$ cat src/rtl/seq_shifter.sv
// Multi-cycle shift/rotate unit. The operand moves by at most STEP bit
// positions per clock, so a narrow shifter can replace a full-width barrel.
// A start/ready/done handshake lets a multi-cycle controller stall on it.
module seq_shifter #(
    parameter int unsigned WIDTH = 32,
    parameter int unsigned STEP  = 4,
    localparam int unsigned SHW  = $clog2(WIDTH)
) (
    input  logic             clk,
    input  logic             reset,
    input  logic             start,
    input  logic [WIDTH-1:0] data_in,
    input  logic [SHW-1:0]   shamt,
    input  logic [2:0]       mode,
    output logic             ready,
    output logic             done,
    output logic [WIDTH-1:0] result
);

    typedef enum logic [1:0] {
        StIdle,
        StShift,
        StDone
    } state_e;

    localparam logic [2:0] OpSll = 3'b000;
    localparam logic [2:0] OpSrl = 3'b001;
    localparam logic [2:0] OpSra = 3'b011;
    localparam logic [2:0] OpRol = 3'b100;
    localparam logic [2:0] OpRor = 3'b101;

    localparam logic [SHW-1:0] StepAmt  = SHW'(STEP);
    localparam logic [SHW:0]   WidthExt = (SHW+1)'(WIDTH);

    state_e           state_q, state_d;
    logic [WIDTH-1:0] acc_q, acc_d;
    logic [SHW-1:0]   rem_q, rem_d;
    logic [2:0]       op_q, op_d;
    logic [WIDTH-1:0] result_q, result_d;

    logic [SHW-1:0]   step_k;
    logic [WIDTH-1:0] step_acc;
    logic             accept;

    // True for the five codes that actually move bits; others pass through.
    function automatic logic is_shift_op(input logic [2:0] op);
        logic r;
        r = 1'b0;
        case (op)
            OpSll, OpSrl, OpSra, OpRol, OpRor: r = 1'b1;
            default:                           r = 1'b0;
        endcase
        return r;
    endfunction

    // One partial step of the selected operation by k positions (k < WIDTH).
    function automatic logic [WIDTH-1:0] step_op(input logic [WIDTH-1:0] a,
                                                 input logic [2:0]       op,
                                                 input logic [SHW-1:0]   k);
        logic [WIDTH-1:0] r;
        logic [SHW:0]     inv;
        // Complementary amount for the wrap-around half of a rotate; k=0
        // gives WIDTH, which shifts everything out and leaves a clean OR.
        inv = WidthExt - {1'b0, k};
        r   = a;
        case (op)
            OpSll:   r = a << k;
            OpSrl:   r = a >> k;
            OpSra:   r = WIDTH'($unsigned($signed(a) >>> k));
            OpRol:   r = (a << k) | (a >> inv);
            OpRor:   r = (a >> k) | (a << inv);
            default: r = a;
        endcase
        return r;
    endfunction

    // Move at most STEP positions this clock; never more than what remains.
    always_comb begin
        step_k   = (rem_q < StepAmt) ? rem_q : StepAmt;
        step_acc = step_op(acc_q, op_q, step_k);
    end

    // ready is a pure function of registered state, so start can be taken
    // in both IDLE and DONE (back-to-back operations).
    always_comb begin
        accept = start && (state_q != StShift);
    end

    // State register.
    always_ff @(posedge clk) begin
        if (reset) begin
            state_q <= StIdle;
        end else begin
            state_q <= state_d;
        end
    end

    // Next-state logic.
    always_comb begin
        state_d = state_q;
        unique case (state_q)
            StIdle, StDone: begin
                state_d = start ? StShift : StIdle;
            end
            StShift: begin
                state_d = (rem_q == '0) ? StDone : StShift;
            end
            default: begin
                state_d = StIdle;
            end
        endcase
    end

    // Outputs come straight from registers; no input reaches them combinationally.
    always_comb begin
        ready  = (state_q != StShift);
        done   = (state_q == StDone);
        result = result_q;
    end

    // Datapath next values: load on accept, step while shifting, publish at the end.
    always_comb begin
        acc_d    = acc_q;
        rem_d    = rem_q;
        op_d     = op_q;
        result_d = result_q;
        if (accept) begin
            acc_d = data_in;
            op_d  = mode;
            // Pass-through codes skip straight to DONE on the next clock.
            rem_d = is_shift_op(mode) ? shamt : '0;
        end else if (state_q == StShift) begin
            if (rem_q == '0) begin
                result_d = acc_q;
            end else begin
                acc_d = step_acc;
                rem_d = rem_q - step_k;
            end
        end
    end

    // Datapath registers; reset discards any in-flight operation.
    always_ff @(posedge clk) begin
        if (reset) begin
            acc_q    <= '0;
            rem_q    <= '0;
            op_q     <= '0;
            result_q <= '0;
        end else begin
            acc_q    <= acc_d;
            rem_q    <= rem_d;
            op_q     <= op_d;
            result_q <= result_d;
        end
    end

endmodule

$ cat config.mk
export PLATFORM = sky130hd
export DESIGN_NAME = seq_shifter
export DESIGN_NICKNAME = d
export VERILOG_FILES = /design/src/rtl/seq_shifter.sv
export SDC_FILE = /design/constraint.sdc
export NUM_CORES = 1
export LEC_CHECK = 0
export BUFFER_PORTS_ARGS = -buffer_cell sky130_fd_sc_hd__buf_2
export CAP_MARGIN = 20
export CORE_ASPECT_RATIO = 0.8
export CORE_MARGIN = 10
export CORE_UTILIZATION = 55
export CTS_CLUSTER_DIAMETER = 40
export CTS_CLUSTER_SIZE = 8
export DETAILED_ROUTE_END_ITERATION = 7
export PLACE_DENSITY_LB_ADDON = 0.05
export REMOVE_ABC_BUFFERS = 1
export SETUP_SLACK_MARGIN = 0.05
export SLEW_MARGIN = 20
export SYNTH_ARGS = -nofsm -noshare
export SYNTH_HDL_FRONTEND = slang
export SYNTH_SLANG_ARGS = --single-unit
$ cat constraint.sdc
create_clock -name clk -period 4.7 [get_ports clk]
set_input_delay 0.94 -clock clk [delete_from_list [all_inputs] [get_ports clk]]
set_output_delay 0.94 -clock clk [all_outputs]
set_load 0.005 [all_outputs]
# ---- Word-level counts from Yosys, hierarchy flattened
# Index checks and enable logic that the tools add are counted.
dict set report totals {
  regBits 74
  output_inout_bits 34
  word_cells 54
}
dict set report classes {
  n_addsub 2
  order_cmp 1
  n_eq_ne 12
  n_shift 5
  mux 14
  bitwise 3
  n_reduce_logical 12
}
# op count
set ops {}
lappend ops {{one-hot mux 32 bit (5 select lines)} 1}
lappend ops {{2-to-1 mux 32 bit} 3}
lappend ops {{bitwise OR 32 bit} 2}
lappend ops {{<< shifter 32 x 5 -> 32 bit} 1}
lappend ops {{<< shifter 32 x 6 -> 32 bit} 1}
lappend ops {{right shift 32 x 5 -> 32 bit} 1}
lappend ops {{right shift 32 x 6 -> 32 bit} 1}
lappend ops {{>>> shifter 32 x 5 -> 32 bit} 1}
lappend ops {{2-to-1 mux 5 bit} 5}
lappend ops {{== test 3 bit (second input constant)} 4}
lappend ops {{== test 3 x 1 -> 1 bit (second input constant)} 2}
lappend ops {{== test 3 x 2 -> 1 bit (second input constant)} 2}
lappend ops {{zero test 3 bit} 2}
lappend ops {{AND reduction 3 bit} 2}
lappend ops {{nonzero test 6 bit} 1}
lappend ops {{subtractor 6 x 5 -> 6 bit (first input constant)} 1}
lappend ops {{zero test 5 bit} 1}
lappend ops {{less-than comparator 5 x 3 -> 1 bit (second input constant)} 1}
lappend ops {{OR reduction 5 bit} 1}
lappend ops {{subtractor 5 bit} 1}
lappend ops {{one-hot mux 2 bit (2 select lines)} 1}
lappend ops {{2-to-1 mux 1 bit} 3}
lappend ops {{== test 2 x 1 -> 1 bit (second input constant)} 1}
lappend ops {{== test 2 bit (second input constant)} 1}
lappend ops {{9 further kinds} 9}

# ---- Logic depth before layout (Yosys ltp)
dict set report logic_depth {
  word_depth 9
  mapped_depth 14
}

# ---- Least setup slack after synthesis
# No wires, ideal clock.
dict set report synth_path {
  path_type {register to register}
  startpoint {reg rem_q[4]}
  endpoint {reg acc_q[14]}
  setup_ns 0.074
  t_arrival_ns 3.241
  t_required_ns 4.626
  slack_ns 1.385
  stages_incl_launch_ff 15
  path_buffers 5
  synth_period_minus_slack_ns 3.315
  cell_sequence {dfxtp_1 > clkbuf_1 > nor3_1 > clkbuf_1 > nand2_1 > buf_2 > ha_1 > or4b_1 > buf_2 > a221oi_4 > and2_4 > buf_6 > nand3_1 > a32o_1 > a31oi_1}
}
dict set report synth_via {
  elab_chain_len 9
  elab_cells_between_ends 17
  cone_classes {add/sub: 1; order compare: 1; eq/ne: 1; shift: 5; mux: 5; bitwise: 2; reduce/logical: 2}
}
# element line
set synth_lines {}
lappend synth_lines {{from (decl)} 37} ;# logic [SHW-1:0] rem_q, rem_d;
lappend synth_lines {{from (signal assigned)} 151} ;# rem_q <= rem_d;
lappend synth_lines {{less-than comparator 5 x 3 -> 1 bit} 79} ;# step_k = (rem_q < StepAmt) ? rem_q : StepAmt;
lappend synth_lines {{2-to-1 mux 5 bit} 79}
lappend synth_lines {{subtractor 6 x 5 -> 6 bit} 64} ;# inv = WidthExt - {1'b0, k};
lappend synth_lines {{<< shifter 32 x 6 -> 32 bit or right shift 32 x 6 -> 32 bit (tied branches)} {71, 70}}
lappend synth_lines {{bitwise OR 32 bit, on equally long branches} {71, 70}}
lappend synth_lines {{one-hot mux 32 bit (5 select lines)} 66} ;# case (op)
lappend synth_lines {{2-to-1 mux 32 bit} 133} ;# if (rem_q == '0) begin
lappend synth_lines {{2-to-1 mux 32 bit} 132} ;# end else if (state_q == StShift) begin
lappend synth_lines {{2-to-1 mux 32 bit} 127} ;# if (accept) begin
lappend synth_lines {{to (signal assigned)} 145} ;# acc_q <= '0;
lappend synth_lines {{to (signal assigned)} 150} ;# acc_q <= acc_d;
lappend synth_lines {{to (decl)} 36} ;# logic [WIDTH-1:0] acc_q, acc_d;
# Parallel ways exist; a longest one is shown, timed or not. The select of a mux whose other input is x is not followed.
# A chain may end at the register's enable or synchronous reset.

# ---- Worst setup path in the final report
dict set report layout_path {
  startpoint {reg rem_q[1]}
  endpoint {reg acc_q[8]}
}
# Same word-level chain as after synthesis.

==> flow_summary_export.csv <==
group,metric,value,unit
placement,place_area,7290,um^2
placement,io_buffer_count,76,
global_route,grt_use_met2,0.503,
clock_network,root_buffer,"clkbuf_16",
logic_synthesis,yosysTopAreaCellShare,0.212,
power,power_frac_seq,0.300,
power,powerDensity,390,nW/um^2
global_route,grt_usage,0.355,
layout,n_antenna_cell,0,
worst_setup_path,path_max_fanout,31,
route,detail_route.iter0.violations,1789,
clock_network,postCtsHoldBufs,0,
sta,skew,0.0133,ns
global_route,gr-usage-met1,0.456,
placement,gp_congestion,1.11,
sta,setup_ws,1.07,ns
sta,slew_headroom,0.185,
worst_hold_path,hold_path_class,"register to register",
logic_synthesis,ys_ff_latch,74,
route,ant_nets,0,
floorplan,die_h,121,um
run,drv_cap,0,
layout,syn_to_final_growth,9.07,%
logic_synthesis,synth-edff-count,0,
global_route,grt_antenna_before_repair,1,
logic_synthesis,synth_area_leaders,"dfxtp_1, mux2i_1, nand2_1",
clock_network,cts_resized,0,
sta,min_period,3.63,ns
global_route,grt_pass1_vias,8119,
run_status,status,"finished clean",
clock_network,clock_latency,0.36,ns
logic_synthesis,yosys.area.top_type,"dfxtp_1",
floorplan,die_x,146,um
logic_synthesis,synthFlopType,"dfxtp_1",
clock_network,path_clk_slew,0.06,ns
logic_synthesis,ys_async_sr_fraction,0,
clock_network,cts_setup_buffers,0,
global_route,grt_pass1_wl,49.5,mm
route,dr.pass1.iters,7,
worst_setup_path,critical_path_arrival,3.86,ns
floorplan,start_util,0.568,
layout,fin_area,7610,um^2
power,leakage,2.96,nW
logic_synthesis,ys_seq_area_frac,0.212,
worst_hold_path,min_path_cells,2,
clock_network,cts_made_buffers,9,
route,routed_wl,33.1,mm
power,clockPowerShare,0.267,
global_route,use_met3,0.150,
sta,rsz0062_at_grt,"no",
clock_network,cts_tree,"built",
route,num_vias,8675,
clock_network,cts_sinks,74,
sta,fin_crit_sh,0.772,
worst_setup_path,crit_path_start_kind,"register",
global_route,grt_start_max_net_pins,49,
worst_setup_path,required,4.93,ns
floorplan,die_area,17600,um^2
layout,layout.nets,1013,
route,vias_per_cell,7.58,
sta,fmax,276,MHz
sta,tightest_slew,1.22,ns
power,p_comb_frac,0.433,
logic_synthesis,syn_inst,973,
placement,pre_cts_slack,1.23,ns
floorplan,rows,36,
floorplan,io_pins,77,
layout,fill_cells,1137,
sta,drv_slew,0,
logic_synthesis,yosysWarnings,0,
layout,layout-drive-gt1-share,0.169,
sta,finalHoldViolations,0,
global_route,grt_most_used_layer,"met2",
power,p_switching,1.38,mW
global_route,grt-ovfl-total,0,
worst_setup_path,crit_type,"register to register",
clock_network,htreeDepth,3,
worst_setup_path,endpoint_kind,"register",
sta,setup_viol,0,
clock_network,clock_path_buffers,2,
sta,whs,0.450,ns
route,route.detailed.drc,0,
power,irDropWorstVdd,303,uV
logic_synthesis,syn_area_per_cell,7.17,um^2
power,sw_frac_of_total,0.463,
power,p_int,1.59,mW
logic_synthesis,yosys.cell_types.count,79,
logic_synthesis,syn_area,6980,um^2
worst_setup_path,worst-r2r-cell-count,8,
route,wl_per_cell,28.9,um
floorplan,coreArea,12300,um^2
placement,dp_hpwl,21.9,mm
[worst max-delay path, stage by stage, from the launching register on]
cell and delay, ns:
dfxtp_2 0.75, nand2_1 0.12, buf_4 0.24, ha_1 0.34, clkinv_1 0.62, buf_4 0.44, mux4_2 0.47, a2111oi_0 0.42
nor2_1 0.08
[cell families (layout without fill, tap and decap cells)]
group | count (synthesis) | after routing | synth area share
adders and majority gates | 2 | 2 | 0.00358
DFF | 74 | 74 | 0.212
and+or+nand+nor | 341 | 341 | 0.219
AOI/OAI and AO/OA | 314 | 314 | 0.307
other | 1 | 1 | 0.000537
buffers and inverters | 129 | 129 | 0.0773
muxes | 112 | 112 | 0.181
[cells in the mapped netlist (all sizes together), types with 14 or more instances]
cell type / number
a211oi: 15
dfxtp: 74
nor3: 22
nand3: 24
o21ai: 48
buf: 32
nor2: 57
mux2i: 89
nand2: 186
a31oi: 23
o221ai: 28
a21oi: 91
o22ai: 14
clkbuf: 86
[layout by cell type (no fill, tap or decap), types with 8 or more instances in the layout]
cell type  count
nand2_1      186
a21oi_1       91
mux2i_1       89
buf_2         76
dfxtp_1       73
nor2_1        53
o21ai_0       41
o221ai_1      28
buf_4         26
nand3_1       24
a31oi_1       23
nor3_1        21
a211oi_1      15
o22ai_1       14
mux2_2        13
a221oi_1      11
mux4_2        10
clkbuf_16      9
inv_1          8
nand2b_1       8
[layout make-up]
cell class              count  area, um^2  area share
flip-flops and latches     74        1480       0.195
inverters                  11        41.3     0.00542
well taps                 171         214      0.0281
clock inverters             6        87.6      0.0115
multi-input cells         770        4970       0.653
repair buffers            102         576      0.0756
clock buffers              10         239      0.0314
[sequential cells by signal (all words and copies together) (netlist names)]
register  cells
acc_q        32
op_q          3
rem_q         5
result       32
state_q       2
[power groups by stage]
stage / clock, mW / combinational, mW / sequential (mW)
final: 0.794 / 1.29 / 0.891
after global routing: 0.824 / 1.32 / 0.887
after CTS: 0.792 / 1.20 / 0.867
after detailed placement: 0 / 1.19 / 0.881
after global placement: 0 / 1.19 / 0.879
after floorplan: 0 / 0.770 / 0.806
[worst paths after layout]
path              start          to  slack (ns)
max            rem_q[1]    acc_q[8]        1.07
min          result[10]  result[10]        0.45
max reg2reg    rem_q[1]    acc_q[8]        1.07
min reg2reg  result[10]  result[10]        0.45
[per-stage QoR]
step / setup TNS [ns] / total power, mW / utilization / std cells
floorplan: -57.60 / 1.58 / - / 855
global placement: 0 / 2.07 / 0.592 / 1128
detailed placement: 0 / 2.07 / 0.593 / 1128
CTS: 0 / 2.86 / 0.619 / 1144
global route: 0 / 3.04 / 0.619 / 1144
finish: 0 / 2.97 / 0.619 / 1144
[routing by layer]
layer | vias to the layer above | wire length [um] | share of wire
met3 | 215 | 5950 | 0.18
met5 | - | 11 | 0.00033
met4 | 2 | 1810 | 0.055
met1 | 3970 | 12000 | 0.36
met2 | 899 | 13300 | 0.40
li1 | 3589 | - | -
Power figures use the tool's default switching activity.
